===== src/rtl/tt_sweep_driver.sv =====
// Truth-table sweeper: drives En/W through all 16 codes, captures {F,G,H} per code. Define TT_SWEEP_GRAY_EN for Gray order.
// Latency: each code held DWELL cycles, sample at end of hold; rd_data is 1-cycle registered read.
// No backpressure: start ignored while not idle, abort stops a sweep without a done pulse.
module tt_sweep_driver #(
  parameter int DWELL = 20,
  parameter int CNT_W = 8
) (
  input  logic       clk,
  input  logic       rst_n,
  input  logic       start,
  input  logic       abort,
  output logic [3:0] w_out,
  output logic       en_out,
  input  logic       f_in,
  input  logic       g_in,
  input  logic       h_in,
  output logic       busy,
  output logic       done,
  input  logic [3:0] rd_addr,
  output logic [2:0] rd_data
);

  typedef enum logic [1:0] {IDLE, DRIVE, FINISH} state_t;

  localparam logic [CNT_W-1:0] LAST = CNT_W'(DWELL - 1);

  state_t           state, state_nxt;
  logic [CNT_W-1:0] cnt, cnt_nxt;
  logic [3:0]       idx, idx_nxt;
  logic             wr_en;
  logic [2:0]       tt_mem [16];

  always_ff @(posedge clk or negedge rst_n) begin
    if (!rst_n) begin
      state <= IDLE;
      cnt   <= '0;
      idx   <= '0;
    end else begin
      state <= state_nxt;
      cnt   <= cnt_nxt;
      idx   <= idx_nxt;
    end
  end

  always_comb begin
    state_nxt = state;
    cnt_nxt   = cnt;
    idx_nxt   = idx;
    wr_en     = 1'b0;
    case (state)
      IDLE: begin
        if (start && !abort) begin
          state_nxt = DRIVE;
          cnt_nxt   = '0;
          idx_nxt   = '0;
        end
      end
      DRIVE: begin
        // abort takes priority over the end-of-hold capture
        if (abort) begin
          state_nxt = IDLE;
        end else if (cnt == LAST) begin
          wr_en   = 1'b1;
          cnt_nxt = '0;
          if (idx == 4'hF) state_nxt = FINISH;
          else             idx_nxt   = idx + 4'd1;
        end else begin
          cnt_nxt = cnt + 1'b1;
        end
      end
      FINISH:  state_nxt = IDLE;
      default: state_nxt = IDLE;
    endcase
  end

`ifdef TT_SWEEP_GRAY_EN
  assign w_out = idx ^ (idx >> 1);
`else
  assign w_out = idx;
`endif

  assign busy   = (state == DRIVE);
  assign en_out = (state == DRIVE);
  assign done   = (state == FINISH);

  always_ff @(posedge clk or negedge rst_n) begin
    if (!rst_n) begin
      for (int i = 0; i < 16; i++) tt_mem[i] <= 3'b000;
      rd_data <= 3'b000;
    end else begin
      if (wr_en) tt_mem[w_out] <= {f_in, g_in, h_in};
      rd_data <= tt_mem[rd_addr];
    end
  end

endmodule


===== config.mk =====
export PLATFORM = sky130hd
export DESIGN_NAME = tt_sweep_driver
export DESIGN_NICKNAME = d
export VERILOG_FILES = /design/src/rtl/tt_sweep_driver.sv
export SDC_FILE = /design/constraint.sdc
export NUM_CORES = 1
export LEC_CHECK = 0
export BUFFER_PORTS_ARGS = -buffer_cell sky130_fd_sc_hd__buf_2
export CORE_ASPECT_RATIO = 1.4
export CORE_MARGIN = 2
export CORE_UTILIZATION = 40
export DETAILED_ROUTE_END_ITERATION = 7
export HOLD_SLACK_MARGIN = 0.05
export PLACE_DENSITY = 0.58
export SYNTH_ARGS = -nofsm -noshare
export SYNTH_HDL_FRONTEND = slang
export SYNTH_SLANG_ARGS = --single-unit

===== constraint.sdc =====
create_clock -name clk -period 2.1 [get_ports clk]
set_input_delay 0.63 -clock clk [delete_from_list [all_inputs] [get_ports clk]]
set_output_delay 0.63 -clock clk [all_outputs]
set_load 0.005 [all_outputs]

==> flow_metrics.env, run 1 <==
export IMPL_gp_congestion=0.750
export IMPL_port_buffers=20
export IMPL_cts_sinks=65
export IMPL_ys_types=42
export IMPL_critPathCaptureType="flop"
export IMPL_antenna_found_initial=0
export IMPL_nNetsFinal=281
export IMPL_worstHoldPathType="input port to async pin"
export IMPL_min_period_ns=1.92
export IMPL_setup_viol=0
export IMPL_yosysTopAreaCellShare=0.516
export IMPL_synth_seq_cells=65
export IMPL_cts_tree="built"
export IMPL_via_per_inst=5.42
export IMPL_syn_inst=235
export IMPL_core_area_mm2=0.00770
export IMPL_clk_latency_ns=0.34
export IMPL_n_antenna_cell=0
export IMPL_hold_slack_ns=0.292
export IMPL_rsz0062_at_grt="no"
export IMPL_drt_wirelength_per_cell_um=17.5
export IMPL_maxCapViolCount=0
export IMPL_cts_path_max_buffers=2
export IMPL_synth_edf_count=0
export IMPL_grt_max_degree=66
export IMPL_cts_resized=0
export IMPL_r2r_cells=6
export IMPL_drtIter0Drc=82
export IMPL_path_clk_slew_ns=0.06
export IMPL_root_buffer="clkbuf_8"
export IMPL_netlist_area_mm2=0.00315
export IMPL_skew_ns=0.0104
export IMPL_pre_cts_ws_ns=0.146
export IMPL_cts_buffers=9
export IMPL_area_growth_pct=13.1
export IMPL_fin_ws_ns=0.182
export IMPL_synth_top_area_cell="dfrtp_1"
export IMPL_top_level_ports=21
export IMPL_worst_pin_slew_ns=0.458
export IMPL_die_w_um=79.0
export IMPL_fin_tns_setup_ns=0
export IMPL_cp_max_fo=19
export IMPL_h_tree_depth=3
export IMPL_first_global_vias=2089
export IMPL_grt_overflow_total=0
export IMPL_fin_util=0.463
export IMPL_die_area_mm2=0.00862
export IMPL_powerDensity_mw_per_mm2=647
export IMPL_cts_setup_buffers=0
export IMPL_drive_gt1_frac=0.399
export IMPL_postCtsHoldBufs=0
export IMPL_maxSlewHeadroom=0.692
export IMPL_grt_pass1_wl_um=10500
export IMPL_detail_route_antenna_nets=0
export IMPL_status="completed"
export IMPL_worstSetupPathType="flop to flop"
export IMPL_async_reset_ff_frac=1.00
export IMPL_hpwl_um=4490
export IMPL_finalHoldViolCount=0
export IMPL_critPathSlowestCell="dfrtp_1"
export IMPL_die_y_um=109
export IMPL_floorplan_rows=38
export IMPL_crit_required_ns=2.32
export IMPL_start_util=0.409
export IMPL_drt_pre_antenna_iters=4
export IMPL_drc=0
export IMPL_max_vdd_ir_drop_v=0.000356
export IMPL_synthTopCellsByArea="dfrtp_1 (52%), mux2_2 (17%), mux4_2 (8.6%), ha_1 (2.0%), nand3_2 (1.9%)"
export IMPL_yosysWarnings=0
export IMPL_grt_use_total=0.165
export IMPL_seq_area_frac_synth=0.516
export IMPL_critPathMaxStageDelay_ns=0.36
export IMPL_syn_avg_cell_area_um2=13.4
export IMPL_syn_nets=251
export IMPL_fmax_mhz=521
export IMPL_routed_wl_um=6440
export IMPL_arrival_ns=2.14
export IMPL_slew_violations=0
export IMPL_period_share=0.914
export IMPL_via_count=1995
export IMPL_p_leak_nw=1.71
export IMPL_start_kind="flop"
export IMPL_synth_ff_type="dfrtp_1"
export IMPL_cp_cell_sequence="ha_1 -> nand4bb_1 -> nor4_4 -> buf_12 -> nand4_1 -> mux2_2"
[sequential cells by signal (all words and copies together), names as in the netlist]
name,cells
tt_mem,48
cnt,8
w_out,4
rd_data,3
state,2
[critical path, delay by kind of cell, from the launching register on]
kind / cells / cell delay (ns)
multiplexers: 1 / 0.33
AND/OR/NAND/NOR: 3 / 0.69
flip-flops: 1 / 0.36
buffers and inverters: 1 / 0.20
adder cells (fa/ha/maj): 1 / 0.22
[cells in the mapped netlist, drive strengths merged, types with 5 or more instances]
master,number
dfrtp,65
mux2,48
nand3,14
mux4,12
nor2,12
nand2,11
a22oi,6
inv,6
o21ai,6
clkbuf,5
ha,5
[cell type report]
| cell class | count | area (um^2) |
|---|---|---|
| Fill cell | 747 | 4140 |
| Sequential cell | 65 | 1630 |
| Multi-Input combinational cell | 155 | 1450 |
| Timing Repair Buffer | 28 | 198 |
| Clock buffer | 13 | 139 |
| Tap cell | 100 | 125 |
| Inverter | 6 | 22.5 |
| Clock inverter | 1 | 5.00 |
[per-stage QoR]
step / power, mW / area, um^2 / std cells
floorplan: 1.39 / 3150 / 235
global placement: 1.49 / 3420 / 354
detailed placement: 1.49 / 3420 / 354
CTS: 2.35 / 3560 / 368
global route: 2.42 / 3560 / 368
finish: 2.31 / 3560 / 368
[layer usage]
metal  global-route usage  wire length [um]
met5                    0                 0
met4               0.0887               123
met3               0.0356               203
met2                0.283              3370
met1                0.192              2750
[placed cells by master (no fill, tap or decap), types with 3 or more instances in the layout]
cell type,synthesis,layout
buf_12,0,3
dfrtp_1,65,65
buf_4,1,5
nand2_1,10,10
buf_2,1,20
nor4_1,3,3
nor3_1,3,3
xnor2_1,4,4
clkbuf_8,0,9
a22oi_1,6,6
nor2b_1,4,4
nand3_2,6,6
inv_1,6,6
mux2_2,47,47
clkbuf_1,5,4
nand4_1,4,4
o21ai_0,5,5
mux4_2,12,12
ha_1,5,5
nand3_1,8,8
nor2_1,12,12
[logic make-up after synthesis]
logic type | Yosys count | share of synthesized area
flops | 65 | 0.516
simple gates | 64 | 0.123
mux | 61 | 0.260
compound gates | 20 | 0.0429
buf+inv | 15 | 0.0242
xor+xnor | 5 | 0.0139
fa+ha+maj | 5 | 0.0198
[power breakdown]
part	internal, mW	switching [mW]	total [mW]	leakage [nW]
logic	0.0593	0.114	0.174	0.733
registers	1.27	0.0207	1.29	0.905
clock network	0.415	0.431	0.846	0.0733
total	1.74	0.566	2.31	1.71
[worst paths after layout]
path / startpoint / to / slack, ns
max in group asynchronous: rst_n / tt_mem[40] / 1.51
hold / removal: rst_n / tt_mem[13] / 0.29
setup / recovery: cnt[1] / tt_mem[9] / 0.18
min in group clk: tt_mem[46] / tt_mem[46] / 0.49
hold reg to reg: tt_mem[46] / tt_mem[46] / 0.49
setup reg to reg: cnt[1] / tt_mem[9] / 0.18
Power figures use the tool's default switching activity.
==> run 2, diff against run 1 <==
--- a/config.mk
+++ b/config.mk
@@ -9,6 +9,7 @@
 export CORE_ASPECT_RATIO = 1.4
 export CORE_MARGIN = 2
 export CORE_UTILIZATION = 40
+export CTS_BUF_LIST = sky130_fd_sc_hd__clkbuf_4 sky130_fd_sc_hd__clkbuf_8 sky130_fd_sc_hd__clkbuf_16
 export DETAILED_ROUTE_END_ITERATION = 7
 export HOLD_SLACK_MARGIN = 0.05
 export PLACE_DENSITY = 0.58
==> run 2 against run 1 <==
Compared with the run above: utilization up 0.19 points; first-iteration DRC count up 27%; sequential share of layout area down 0.19 points; global-route usage about the same; final cell count unchanged; critical endpoint is now tt_mem[10]; wire length down 0.14%; clock power up 6.5%; largest cell class unchanged.
==> flow_metrics.env, run 2 (same netlist as run 1, synthesis figures left out) <==
export IMPL_max_vdd_ir_drop_v=0.000366
export IMPL_antenna_found_initial=0
export IMPL_worstSetupPathType="flop to flop"
export IMPL_die_y_um=109
export IMPL_worst_pin_slew_ns=0.458
export IMPL_worstHoldPathType="input port to async pin"
export IMPL_path_clk_slew_ns=0.06
export IMPL_period_share=0.914
export IMPL_crit_required_ns=2.32
export IMPL_setup_viol=0
export IMPL_seq_power_share=0.545
export IMPL_p_comb_frac=0.074
export IMPL_pre_cts_ws_ns=0.146
export IMPL_powerDensity_mw_per_mm2=659
export IMPL_final_cell_area_mm2=0.00358
export IMPL_area_growth_pct=13.6
export IMPL_cts_setup_buffers=0
export IMPL_rsz0062_at_grt="no"
export IMPL_slew_violations=0
export IMPL_floorplan_rows=38
export IMPL_min_period_ns=1.92
export IMPL_root_buffer="clkbuf_8"
export IMPL_cp_max_fo=19
export IMPL_status="completed"
export IMPL_layout_common_cells="dfrtp_1 (65), mux2_2 (47), buf_2 (20)"
export IMPL_top_level_ports=21
export IMPL_drc=0
export IMPL_hpwl_um=4490
export IMPL_die_w_um=79.0
export IMPL_top_register="tt_mem"
export IMPL_grt_overflow_total=0
export IMPL_critPathCaptureType="flop"
export IMPL_drt_wirelength_per_cell_um=17.5
export IMPL_fmax_mhz=521
export IMPL_drtIter0Drc=104
export IMPL_start_kind="flop"
export IMPL_r2r_start="cnt[1]"
export IMPL_p_leak_nw=1.73
export IMPL_fill_cells=745
export IMPL_gp_congestion=0.750
export IMPL_switching_share=0.241
export IMPL_maxSlewHeadroom=0.693
export IMPL_layout_commonest_cell="dfrtp_1"
export IMPL_postCtsHoldBufs=0
export IMPL_routed_wl_um=6430
export IMPL_cts_tree="built"
export IMPL_clk_latency_ns=0.34
export IMPL_via_per_inst=5.41
export IMPL_r2r_end="tt_mem[10]"
export IMPL_cts_path_max_buffers=2
export IMPL_finalHoldViolCount=0
export IMPL_r2r_slack_ns=0.18
export IMPL_port_buffers=20
export IMPL_fin_tns_setup_ns=0
export IMPL_multi_input_area_mm2=0.00145
export IMPL_start_util=0.409
export IMPL_drt_pre_antenna_iters=4
export IMPL_grt_use_total=0.165
export IMPL_fin_ws_ns=0.181
export IMPL_largest_reg_flops=48
export IMPL_place_area_mm2=0.00342
export IMPL_skew_ns=0.0118
export IMPL_hold_slack_ns=0.291
export IMPL_die_area_mm2=0.00862
export IMPL_n_antenna_cell=0
export IMPL_finalPower_mw=2.36
export IMPL_regArea_mm2=0.00163
export IMPL_pwr_share_clk=0.382
export IMPL_nNetsFinal=281
export IMPL_p_sw_mw=0.569
export IMPL_cts_resized=0
export IMPL_h_tree_depth=3
export IMPL_maxCapViolCount=0
export IMPL_via_count=1991
export IMPL_first_global_vias=2093
export IMPL_grt_max_degree=66
export IMPL_cts_sinks=65
export IMPL_detail_route_antenna_nets=0
export IMPL_cellInternalPower_mw=1.79
export IMPL_cts_buffers=9
export IMPL_r2r_cells=6
export IMPL_core_area_mm2=0.00770
export IMPL_drive_gt1_frac=0.414
export IMPL_arrival_ns=2.14
export IMPL_grt_pass1_wl_um=10500
## run 2: cell types whose count changed in the layout (fill, tap and decap cells not counted)
| cell | delta |
|---|---|
| clkbuf_1 | -4 |
| clkbuf_4 | +4 |
## run 2: routing by layer
metal	part of all wire	track usage
met1	0.43	0.192
met2	0.51	0.281
met3	0.031	0.0356
met4	0.025	0.0936
met5	0	0
## run 2: worst max-delay path by stage
stage	to	depth (start not counted)	startpoint	slack, ns
5_1_grt	tt_mem[10]	6	cnt[0]	0.05
3_3_place_gp	tt_mem[9]	5	abort	0.16
6_report	tt_mem[10]	6	cnt[1]	0.18
2_1_floorplan	tt_mem[46]	6	cnt[3]	0.16
3_5_place_dp	tt_mem[10]	5	abort	0.15
4_1_cts	tt_mem[10]	6	cnt[0]	0.16
## run 2: final cells by class
| type | count | area share |
|---|---|---|
| repair buffers | 28 | 0.0552 |
| clock buffers | 13 | 0.0430 |
| multi-input cells | 155 | 0.405 |
| inverters | 6 | 0.00629 |
| well taps | 100 | 0.0350 |
| clock inverters | 1 | 0.00140 |
| flip-flops and latches | 65 | 0.454 |
## run 2: power by group through the flow
stage               sequential [mW]  clock (mW)  combinational, mW
global placement               1.31           0              0.176
CTS                            1.29       0.937              0.179
detailed placement             1.31           0              0.178
finish                         1.29       0.901              0.174
global route                   1.29       0.991              0.194
floorplan                      1.31           0             0.0868
## run 2: critical path, cell delays in order, from the launching register on
cell	delay, ns
dfrtp_1	0.36
ha_1	0.22
nand4bb_1	0.19
nor4_4	0.30
buf_12	0.20
nand4_1	0.20
mux2_2	0.33
## run 2: stage by stage
step           instances   util
5_1_grt              368  0.465
6_report             368  0.465
4_1_cts              368  0.465
2_1_floorplan        235      -
3_3_place_gp         354  0.444
3_5_place_dp         354  0.444
==> run 3, diff against run 2 <==
--- a/config.mk
+++ b/config.mk
@@ -5,6 +5,7 @@
 export SDC_FILE = /design/constraint.sdc
 export NUM_CORES = 1
 export LEC_CHECK = 0
+export ABC_AREA = 1
 export BUFFER_PORTS_ARGS = -buffer_cell sky130_fd_sc_hd__buf_2
 export CORE_ASPECT_RATIO = 1.4
 export CORE_MARGIN = 2
@@ -12,7 +13,7 @@
 export CTS_BUF_LIST = sky130_fd_sc_hd__clkbuf_4 sky130_fd_sc_hd__clkbuf_8 sky130_fd_sc_hd__clkbuf_16
 export DETAILED_ROUTE_END_ITERATION = 7
 export HOLD_SLACK_MARGIN = 0.05
-export PLACE_DENSITY = 0.58
+export PLACE_DENSITY_LB_ADDON = 0.1
 export SYNTH_ARGS = -nofsm -noshare
 export SYNTH_HDL_FRONTEND = slang
 export SYNTH_SLANG_ARGS = --single-unit
==> constraint.sdc (replaced) <==
create_clock -name clk -period 2.1 [get_ports clk]
set_input_delay 0.315 -clock clk [delete_from_list [all_inputs] [get_ports clk]]
set_output_delay 0.315 -clock clk [all_outputs]
set_load 0.005 [all_outputs]
==> run 3 against run 2 <==
Compared with the run above: register-to-register slack gained 0.24 ns; clock-buffer cell count is 1 higher; critical path depth down 1; synthesized area up 17%; worst setup slack improved by 0.24 ns; clock skew fell by 0.0070 ns; via count is 66% higher; design area increased by 16%; worst hold slack got worse by 0.016 ns; critical endpoint is now tt_mem[21]; largest power group is now clock; utilization down 0.31 points; total power increased by 31%; largest cell class is now multi-input gates; clock power increased by 58%.
==> flow_metrics.env, run 3 <==
export IMPL_cp_max_fo=10
export IMPL_cts_sinks=65
export IMPL_startpoint="w_out[0]"
export IMPL_fin_util=0.462
export IMPL_root_buffer="clkbuf_16"
export IMPL_via_per_inst=5.44
export IMPL_highest_layer="met4"
export IMPL_critPathMaxStageDelay_ns=0.46
export IMPL_fmax_mhz=596
export IMPL_layout_commonest_cell="nand2_1"
export IMPL_powerDensity_mw_per_mm2=744
export IMPL_synth_commonest_cells="nand2_1 (190), dfrtp_1 (65), nand4_1 (61), nor2_1 (30), nand3_1 (29)"
export IMPL_multi_input_area_mm2=0.00174
export IMPL_floorplan_rows=41
export IMPL_seq_area_frac_synth=0.442
export IMPL_yosysWarnings=0
export IMPL_status="completed"
export IMPL_wl_met2_um=4960
export IMPL_port_buffers=20
export IMPL_area_growth_pct=12.7
export IMPL_setup_viol=0
export IMPL_slew_violations=0
export IMPL_synth_ff_type="dfrtp_1"
export IMPL_met3_length_um=383
export IMPL_detail_route_antenna_nets=0
export IMPL_drt_wirelength_per_cell_um=16.6
export IMPL_nNetsFinal=514
export IMPL_cpMostUsedCell="nand2_1"
export IMPL_syn_avg_cell_area_um2=7.60
export IMPL_period_share=0.799
export IMPL_die_w_um=85.0
export IMPL_die_area_mm2=0.00999
export IMPL_n_antenna_cell=0
export IMPL_critPathSlowestCell="dfrtp_1"
export IMPL_worstHoldPathType="input port to flop"
export IMPL_antenna_found_initial=0
export IMPL_routed_wl_um=10100
export IMPL_worstSetupPathType="flop to flop"
export IMPL_skew_ns=0.00477
export IMPL_path_delay_family="simple AND/OR/NAND/NOR gates"
export IMPL_h_tree_depth=3
export IMPL_top_register="tt_mem"
export IMPL_syn_nets=500
export IMPL_path_buf_inv=1
export IMPL_fin_tns_setup_ns=0
export IMPL_arrival_ns=1.90
export IMPL_synth_seq_cells=65
export IMPL_async_reset_ff_frac=1.00
export IMPL_r2r_start="w_out[0]"
export IMPL_grt_pass1_wl_um=16900
export IMPL_cp_cell_sequence="inv_1 -> ha_1 -> nand4_1 -> nand2_1 -> nand2_1"
export IMPL_finalHoldViolCount=0
export IMPL_drive_gt1_frac=0.138
export IMPL_fill_cells=908
export IMPL_gp_congestion=0.770
export IMPL_largest_reg_flops=48
export IMPL_cts_buffers=9
export IMPL_cts_path_max_buffers=2
export IMPL_worstHoldStart="rd_addr[3]"
export IMPL_whs_path_depth=3
export IMPL_crit_cells=5
export IMPL_min_period_ns=1.68
export IMPL_rsz0062_at_grt="no"
export IMPL_start_util=0.410
export IMPL_maxSlewHeadroom=0.579
export IMPL_path_clk_slew_ns=0.05
export IMPL_drt_pre_antenna_iters=5
export IMPL_synth_edf_count=0
export IMPL_instances_no_fill=608
export IMPL_r2r_cells=5
export IMPL_worst_pin_slew_ns=0.629
export IMPL_synth_top_area_cell="dfrtp_1"
export IMPL_crit_required_ns=2.32
export IMPL_syn_inst=484
export IMPL_core_area_mm2=0.00898
export IMPL_layout_common_cells="nand2_1 (190), dfrtp_1 (65), nand4_1 (61)"
export IMPL_drc=0
export IMPL_grt_overflow_total=0
export IMPL_cts_tree="built"
export IMPL_top_level_ports=21
export IMPL_synth_most_common_cell="nand2_1"
export IMPL_netlist_area_mm2=0.00368
export IMPL_start_kind="flop"
export IMPL_maxCapViolCount=0
export IMPL_regArea_mm2=0.00163
export IMPL_p_leak_nw=2.20
export IMPL_critPathCaptureType="flop"
export IMPL_max_vdd_ir_drop_v=0.000468
export IMPL_drtIter0Drc=295
export IMPL_first_global_vias=3207
export IMPL_wl_met1_um=4550
export IMPL_placed_cells=593
export IMPL_yosysTopAreaCellShare=0.442
export IMPL_die_y_um=117
export IMPL_hpwl_um=6730
export IMPL_grt_max_degree=66
export IMPL_synthTopCellsByArea="dfrtp_1 (44%), nand2_1 (19%), nand4_1 (10%), nand3_1 (3.9%), nor2_1 (3.1%)"
export IMPL_ys_types=24
export IMPL_via_count=3305
export IMPL_clk_latency_ns=0.34
export IMPL_grt_use_total=0.215
-- run 3: cell types whose count changed after synthesis, sizes merged, moves of 5 or more --
cell	previous run	this run
nor2	12	35
o211ai	0	5
a22oi	6	0
mux2	48	0
nand3	14	29
nand2	11	192
inv	6	31
buf	4	24
o21ai	6	17
nand4	4	69
mux4	12	0
-- run 3: per-stage QoR --
stage	area [um^2]	hold WS (ns)	setup slack (ns)	power, mW
floorplan	3680	0.0194	0.696	1.53
global placement	3860	0.366	0.446	1.68
detailed placement	3860	0.363	0.451	1.68
CTS	4140	0.273	0.436	3.10
global route	4140	0.289	0.252	3.20
finish	4140	0.275	0.423	3.08
-- run 3: routing by layer --
layer | global-route usage | up-vias
met5 | 0 | -
met4 | 0.0863 | 0
met3 | 0.0316 | 15
met2 | 0.352 | 76
met1 | 0.282 | 1583
li1 | - | 1631
-- run 3: path summary, 6_finish.rpt --
kind,slack [ns],to
min in group asynchronous,0.51,tt_mem[26]
max in group asynchronous,1.26,tt_mem[11]
min,0.27,rd_data[0]
min reg2reg,0.46,tt_mem[24]
max reg2reg,0.42,tt_mem[21]
max,0.42,tt_mem[21]
-- run 3: power breakdown --
part	internal, mW	switching (mW)	total [mW]
Sequential	1.28	0.0272	1.30
Combinational	0.0997	0.257	0.357
Clock	0.890	0.531	1.42
Total	2.27	0.816	3.08
-- run 3: cell families after synthesis --
group | synth area share
AND/OR/NAND/NOR | 0.415
flip-flops | 0.442
buffers and inverters | 0.0847
AO/OA/AOI/OAI | 0.0364
adder cells (fa/ha/maj) | 0.0170
XOR/XNOR | 0.00476
-- run 3: cell type report --
type | count | share of cell area
Tap cell | 107 | 0.0323
Clock buffer | 14 | 0.0664
Sequential cell | 65 | 0.393
Inverter | 31 | 0.0281
Timing Repair Buffer | 35 | 0.0610
Multi-Input combinational cell | 356 | 0.420
-- run 3: repair_timing --
item	4_1_cts	5_1_grt
setup buffers	0	0
gates resized for setup	0	0
hold buffers	1	0
endpoints found under the hold margin	65	0
-- run 3: worst min-delay path, stage by stage --
cell,delay [ns]
buf_2,0.13
nand3_1,0.08
nand2_1,0.04
